--- src/rtl/imm_ext_pipe_if.sv ---
// Handshake bundle between decode (master) and the immediate-extension unit (slave).
// Carries the input immediate/mode stream and the extended-operand output stream.
interface imm_ext_pipe_if #(
   parameter int IN_W  = 16,
   parameter int OUT_W = 32,
   parameter int CNT_W = 16
) ();
   logic             in_valid;
   logic             in_ready;
   logic [IN_W-1:0]  imm;
   logic [1:0]       mode;
   logic             out_valid;
   logic             out_ready;
   logic [OUT_W-1:0] ext_result;
   logic [CNT_W-1:0] ext_count;

   modport master (
      output in_valid, imm, mode, out_ready,
      input  in_ready, out_valid, ext_result, ext_count
   );

   modport slave (
      input  in_valid, imm, mode, out_ready,
      output in_ready, out_valid, ext_result, ext_count
   );
endinterface

--- src/rtl/imm_ext_pipe.sv ---
// Pipelined immediate extender: ZERO/SIGN/UPPER/BRANCH extension behind a
// valid/ready handshake with a main + skid register pair (2-entry FIFO).
module imm_ext_pipe #(
   parameter int IN_W  = 16,
   parameter int OUT_W = 32,
   parameter int SHIFT = 2,
   parameter int CNT_W = 16
) (
   input  logic          clk,
   input  logic          rst_n,
   imm_ext_pipe_if.slave bus
);
   localparam logic [1:0] MODE_ZERO   = 2'b00;
   localparam logic [1:0] MODE_SIGN   = 2'b01;
   localparam logic [1:0] MODE_UPPER  = 2'b10;
   localparam logic [1:0] MODE_BRANCH = 2'b11;

   function automatic logic [OUT_W-1:0] ext_fn(input logic [IN_W-1:0] imm_v,
                                               input logic [1:0] mode_v);
      logic [OUT_W-1:0] zero_v;
      logic [OUT_W-1:0] sign_v;
      logic [OUT_W-1:0] res_v;
      zero_v = OUT_W'(imm_v);
      sign_v = OUT_W'($signed(imm_v));
      case (mode_v)
         MODE_ZERO:   res_v = zero_v;
         MODE_SIGN:   res_v = sign_v;
         MODE_UPPER:  res_v = zero_v << (OUT_W - IN_W);
         MODE_BRANCH: res_v = sign_v << SHIFT;
         default:     res_v = zero_v;
      endcase
      return res_v;
   endfunction

   logic             main_valid_r;
   logic [OUT_W-1:0] main_data_r;
   logic             skid_valid_r;
   logic [OUT_W-1:0] skid_data_r;
   logic             in_ready_r;
   logic [CNT_W-1:0] count_r;

   logic             in_xfer_s;
   logic             out_xfer_s;
   logic [OUT_W-1:0] f_s;
   logic             main_valid_s;
   logic [OUT_W-1:0] main_data_s;
   logic             skid_valid_s;
   logic [OUT_W-1:0] skid_data_s;
   logic [CNT_W-1:0] count_s;

   // Next-state of the main/skid pair; skid always drains into main before new input lands there
   always_comb begin
      in_xfer_s    = bus.in_valid & in_ready_r;
      out_xfer_s   = main_valid_r & bus.out_ready;
      f_s          = ext_fn(bus.imm, bus.mode);
      main_valid_s = main_valid_r;
      main_data_s  = main_data_r;
      skid_valid_s = skid_valid_r;
      skid_data_s  = skid_data_r;
      if (out_xfer_s) begin
         if (skid_valid_r) begin
            main_data_s  = skid_data_r;
            skid_valid_s = 1'b0;
         end else if (in_xfer_s) begin
            main_data_s  = f_s;
            main_valid_s = 1'b1;
         end else begin
            main_valid_s = 1'b0;
         end
      end else if (in_xfer_s) begin
         if (main_valid_r) begin
            skid_data_s  = f_s;
            skid_valid_s = 1'b1;
         end else begin
            main_data_s  = f_s;
            main_valid_s = 1'b1;
         end
      end else begin
         main_valid_s = main_valid_r;
      end
      if (out_xfer_s) begin
         count_s = count_r + {{(CNT_W-1){1'b0}}, 1'b1};
      end else begin
         count_s = count_r;
      end
   end

   // State registers; in_ready is registered from the next skid occupancy
   always_ff @(posedge clk or negedge rst_n) begin
      if (!rst_n) begin
         main_valid_r <= 1'b0;
         main_data_r  <= {OUT_W{1'b0}};
         skid_valid_r <= 1'b0;
         skid_data_r  <= {OUT_W{1'b0}};
         in_ready_r   <= 1'b1;
         count_r      <= {CNT_W{1'b0}};
      end else begin
         main_valid_r <= main_valid_s;
         main_data_r  <= main_data_s;
         skid_valid_r <= skid_valid_s;
         skid_data_r  <= skid_data_s;
         in_ready_r   <= ~skid_valid_s;
         count_r      <= count_s;
      end
   end

   assign bus.in_ready   = in_ready_r;
   assign bus.out_valid  = main_valid_r;
   assign bus.ext_result = main_data_r;
   assign bus.ext_count  = count_r;
endmodule

--- src/flat_wrapper.sv ---
// flat-port wrapper written by rule: the top's interface ports become plain ports
module imm_ext_pipe_flat 
#(
   parameter int IN_W  = 16,
   parameter int OUT_W = 32,
   parameter int SHIFT = 2,
   parameter int CNT_W = 16
)
  (clk, rst_n, bus_in_valid, bus_imm, bus_mode, bus_out_ready, bus_in_ready, bus_out_valid, bus_ext_result, bus_ext_count);
  imm_ext_pipe_if #(.IN_W(IN_W), .OUT_W(OUT_W), .CNT_W(CNT_W)) bus_i ();
  input  logic clk;
  input  logic rst_n;
  input wire logic [$bits(bus_i.in_valid)-1:0] bus_in_valid;
  input wire logic [$bits(bus_i.imm)-1:0] bus_imm;
  input wire logic [$bits(bus_i.mode)-1:0] bus_mode;
  input wire logic [$bits(bus_i.out_ready)-1:0] bus_out_ready;
  output wire logic [$bits(bus_i.in_ready)-1:0] bus_in_ready;
  output wire logic [$bits(bus_i.out_valid)-1:0] bus_out_valid;
  output wire logic [$bits(bus_i.ext_result)-1:0] bus_ext_result;
  output wire logic [$bits(bus_i.ext_count)-1:0] bus_ext_count;
  assign bus_i.in_valid = bus_in_valid;
  assign bus_i.imm = bus_imm;
  assign bus_i.mode = bus_mode;
  assign bus_i.out_ready = bus_out_ready;
  assign bus_in_ready = bus_i.in_ready;
  assign bus_out_valid = bus_i.out_valid;
  assign bus_ext_result = bus_i.ext_result;
  assign bus_ext_count = bus_i.ext_count;
  imm_ext_pipe #(.IN_W(IN_W), .OUT_W(OUT_W), .SHIFT(SHIFT), .CNT_W(CNT_W)) u_core (.clk(clk), .rst_n(rst_n), .bus(bus_i));
endmodule
--- config.mk ---
export PLATFORM = sky130hd
export DESIGN_NAME = imm_ext_pipe_flat
export DESIGN_NICKNAME = d
export VERILOG_FILES = /design/src/rtl/imm_ext_pipe_if.sv /design/src/rtl/imm_ext_pipe.sv /design/src/flat_wrapper.sv
export SDC_FILE = /design/constraint.sdc
export NUM_CORES = 1
export LEC_CHECK = 0
export BUFFER_PORTS_ARGS = -buffer_cell sky130_fd_sc_hd__buf_4
export CORE_MARGIN = 4
export CORE_UTILIZATION = 55
export CTS_CLUSTER_SIZE = 14
export DETAILED_ROUTE_END_ITERATION = 16
export PLACE_DENSITY = 0.79
export SYNTH_ARGS = -nofsm -noshare
export SYNTH_HDL_FRONTEND = slang
export SYNTH_SLANG_ARGS = --single-unit
--- constraint.sdc ---
create_clock -name clk -period 3.6 [get_ports clk]
set_input_delay 0.18 -clock clk [delete_from_list [all_inputs] [get_ports clk]]
set_output_delay 0.18 -clock clk [all_outputs]
set_load 0.02 [all_outputs]
==> results.md <==
* Unique masters post-synth at 31
* CTS tree: built
* Post-synth EDFFs at 0
* Seq cells post-synth at 83
* Tot GR Track Use at 20.5%
* Post-route cell area at 0.00446 sq mm
* Ranking of synthesized cells by area: dfrtp_1 54%, a21oi_1 6.1%, nand2_1 4.5%, mux2_4 4.0%, nor2_1 3.5%
* Synth area leader: dfrtp_1
* Setup Fix Bufs, Post-CTS at 0
* Crit path buf inv count at 0
* Layout cell share with drive strength beyond 1 at 24.8%
* Post-cts sizing count at 0
* Hold/Removal Path Class: primary input to async pin
* Terminus of the critical flop-to-flop path: u_core.bus.ext_result[15]
* First-pass GRT wire length at 13.7 mm
* Rows at 29
* Area of the core at 0.00649 sq mm
* Port bufs at 71
* Max-slew violation count at 0
* Status: finished, violations left
* Fin Setup TNS at 0 ps
* Clk buf depth at 2
* Mapped Area at 0.00377 sq mm
* Sequential fraction of the synthesis area at 55.1%
* Die Y-Extent at 90.8 um
* CP Cell Sequence: a22o_1 -> and2_1 -> mux2_2
* Crit path max-delay family: simple AND/OR/NAND/NOR gates
* Router iterations before antenna repair at 4
* Crit-path max FO at 15
* Slew @ Worst Pin at 1040 ps
* WHS at -15.6 ps
* Top cell type's share of synthesized area at 54.4%
* Worst R2R Path Depth at 3
* Fin Clk Skew at 9.73 ps
* Initial antenna violation count at 0
* Root buffer selected by CTS: clkbuf_8
* Antenna Cells at 0
* Yosys warnings at 0
* Placed cell areas at 0.00429 sq mm
* Vias per std cell at 5.53
* Total gr overflow at 0
* Clk Latency, worst-skew pair at 350 ps
* Worst relative slew slack at 30.8%
* Detailed Route Iter0 Violations at 191
* Most common cell after layout, fill and taps aside: dfrtp_1
* Vias at 2857
* H-tree Lvls at 3
* Period utilization at 54.7%
* Failing checks: negative hold slack
* # setup viols final at 0
* Largest net degree at the start of global routing at 84
* Final RePlAce weighted congestion at 0.810
* Residual DRC at 0
* Unrepaired setup endpoints after global routing: no
* CP required at 3840 ps
* Leak pwr at 2.22 nW
* Area grow syn2layout at 18.3%
* PnR Total Power at 3.52 mW
* Final min period at 1970 ps
* R2r setup slk at 1630 ps
* Slowest stage cell on the critical path: and2_1
* Post-detail-place hpwl at 5.37 mm
* CP peak stage delay at 760 ps
* Final nets at 458
* Hold buffers post-CTS at 0
* Fmax at 0.508 GHz
* Clock transition at path regs at 80 ps
* CTS Buf Count at 9
* Num Clock Sinks at 83
* Vias in the first global route at 2819
* Max Cap Viol at 0
* Routed Antenna Nets at 0
* Routed length per instance at 15.2 um
* WP data arrival at 2210 ps
* Layout Utilization at 68.7%
* Final hold viol count at 5
* Post-Route WL at 7.84 mm
* IO Pins at 72
* Initial Util at 58.1%
* Leading cell types in the layout, fill and taps excluded: 82 x dfrtp_1, 72 x buf_4, 46 x a21oi_1
* Worst vdd ir at 0.476 mV
* CP Launch Type: flop
* CP Capture Type: flop
* Post-synthesis net count at 399
* Kind of critical path: flop to flop
* Synth Area per Inst at 10.0 sq um
* Overall die width at 90.8 um
* Synthesized instance count at 376
* Ys flop type: dfrtp_1
* PD cells at 790 mW/mm^2
* Die Footprint at 0.00825 sq mm
* RR Startpoint: u_core.bus.out_valid
* Async SR Flop Fraction at 100%
-- metrics by stage --
| step | instances | worst slack, ps |
|---|---|---|
| global placement | 501 | 1670 |
| finish | 517 | 1630 |
| detailed placement | 501 | 1620 |
| floorplan | 376 | 2030 |
| CTS | 517 | 1620 |
| global route | 517 | 1460 |
-- sequential cells by signal, indices dropped and copies added (netlist names) --
register	count
u_core.bus.ext_count	16
u_core.bus.ext_result	32
u_core.skid_data_r	32
u_core.skid_valid_r	1
u_core.bus.out_valid	1
u_core.bus.in_ready	1
-- area by class of cell --
cell class	instances	area (sq um)
Clock buffer	9	124
Clock inverter	7	45.0
Fill cell	506	2030
Inverter	3	11.3
Multi-Input combinational cell	266	1570
Sequential cell	83	2080
Tap cell	77	96.3
Timing Repair Buffer	72	541
-- where the power goes --
part           internal (mW)  switching (mW)
Clock                  0.248           0.337
Sequential              1.30           0.244
Combinational          0.640           0.755
-- cells in the mapped netlist, types with 2 or more instances --
library cell	number
inv_1	3
and2_1	4
dfrtp_1	82
and3_1	3
mux2_2	7
nor2_1	35
o21ai_0	19
nand3_1	6
mux2_4	10
a211oi_1	14
a21o_1	14
nor2b_1	15
xnor2_1	12
nand2_1	45
clkbuf_1	10
o21ai_1	18
xor2_1	3
nand4_1	4
nand2b_1	3
buf_2	12
buf_6	2
a21oi_1	46
-- routing by layer --
metal  track usage, %  vias to the layer above  wire, um
met1             29.3                     1359      3690
met3             5.75                       15       510
li1                 -                     1404         -
met4             9.05                        0       127
met5                0                        -         0
met2             29.3                       79      3510
-- cell families after synthesis --
| group | count (synthesis) | synth area share [%] |
|---|---|---|
| AND/OR/NAND/NOR | 120 | 14.5 |
| AO/OA/AOI/OAI | 113 | 17.0 |
| flip-flops | 83 | 55.1 |
| buffers and inverters | 27 | 3.48 |
| multiplexers | 17 | 6.07 |
| XOR/XNOR | 15 | 3.48 |
| adder cells (fa/ha/maj) | 1 | 0.332 |
-- worst max path at each step --
stage	start	depth (start not counted)	endpoint
floorplan	u_core.bus.out_valid	5	u_core.bus.ext_result[21]
detailed placement	bus_mode[1]	5	u_core.bus.ext_result[16]
global route	u_core.bus.out_valid	4	u_core.bus.ext_result[6]
finish	u_core.bus.out_valid	3	u_core.bus.ext_result[15]
global placement	u_core.bus.in_ready	3	u_core.bus.ext_result[19]
CTS	u_core.bus.in_ready	3	u_core.bus.ext_result[15]
(Power assumes the default switching activity.)
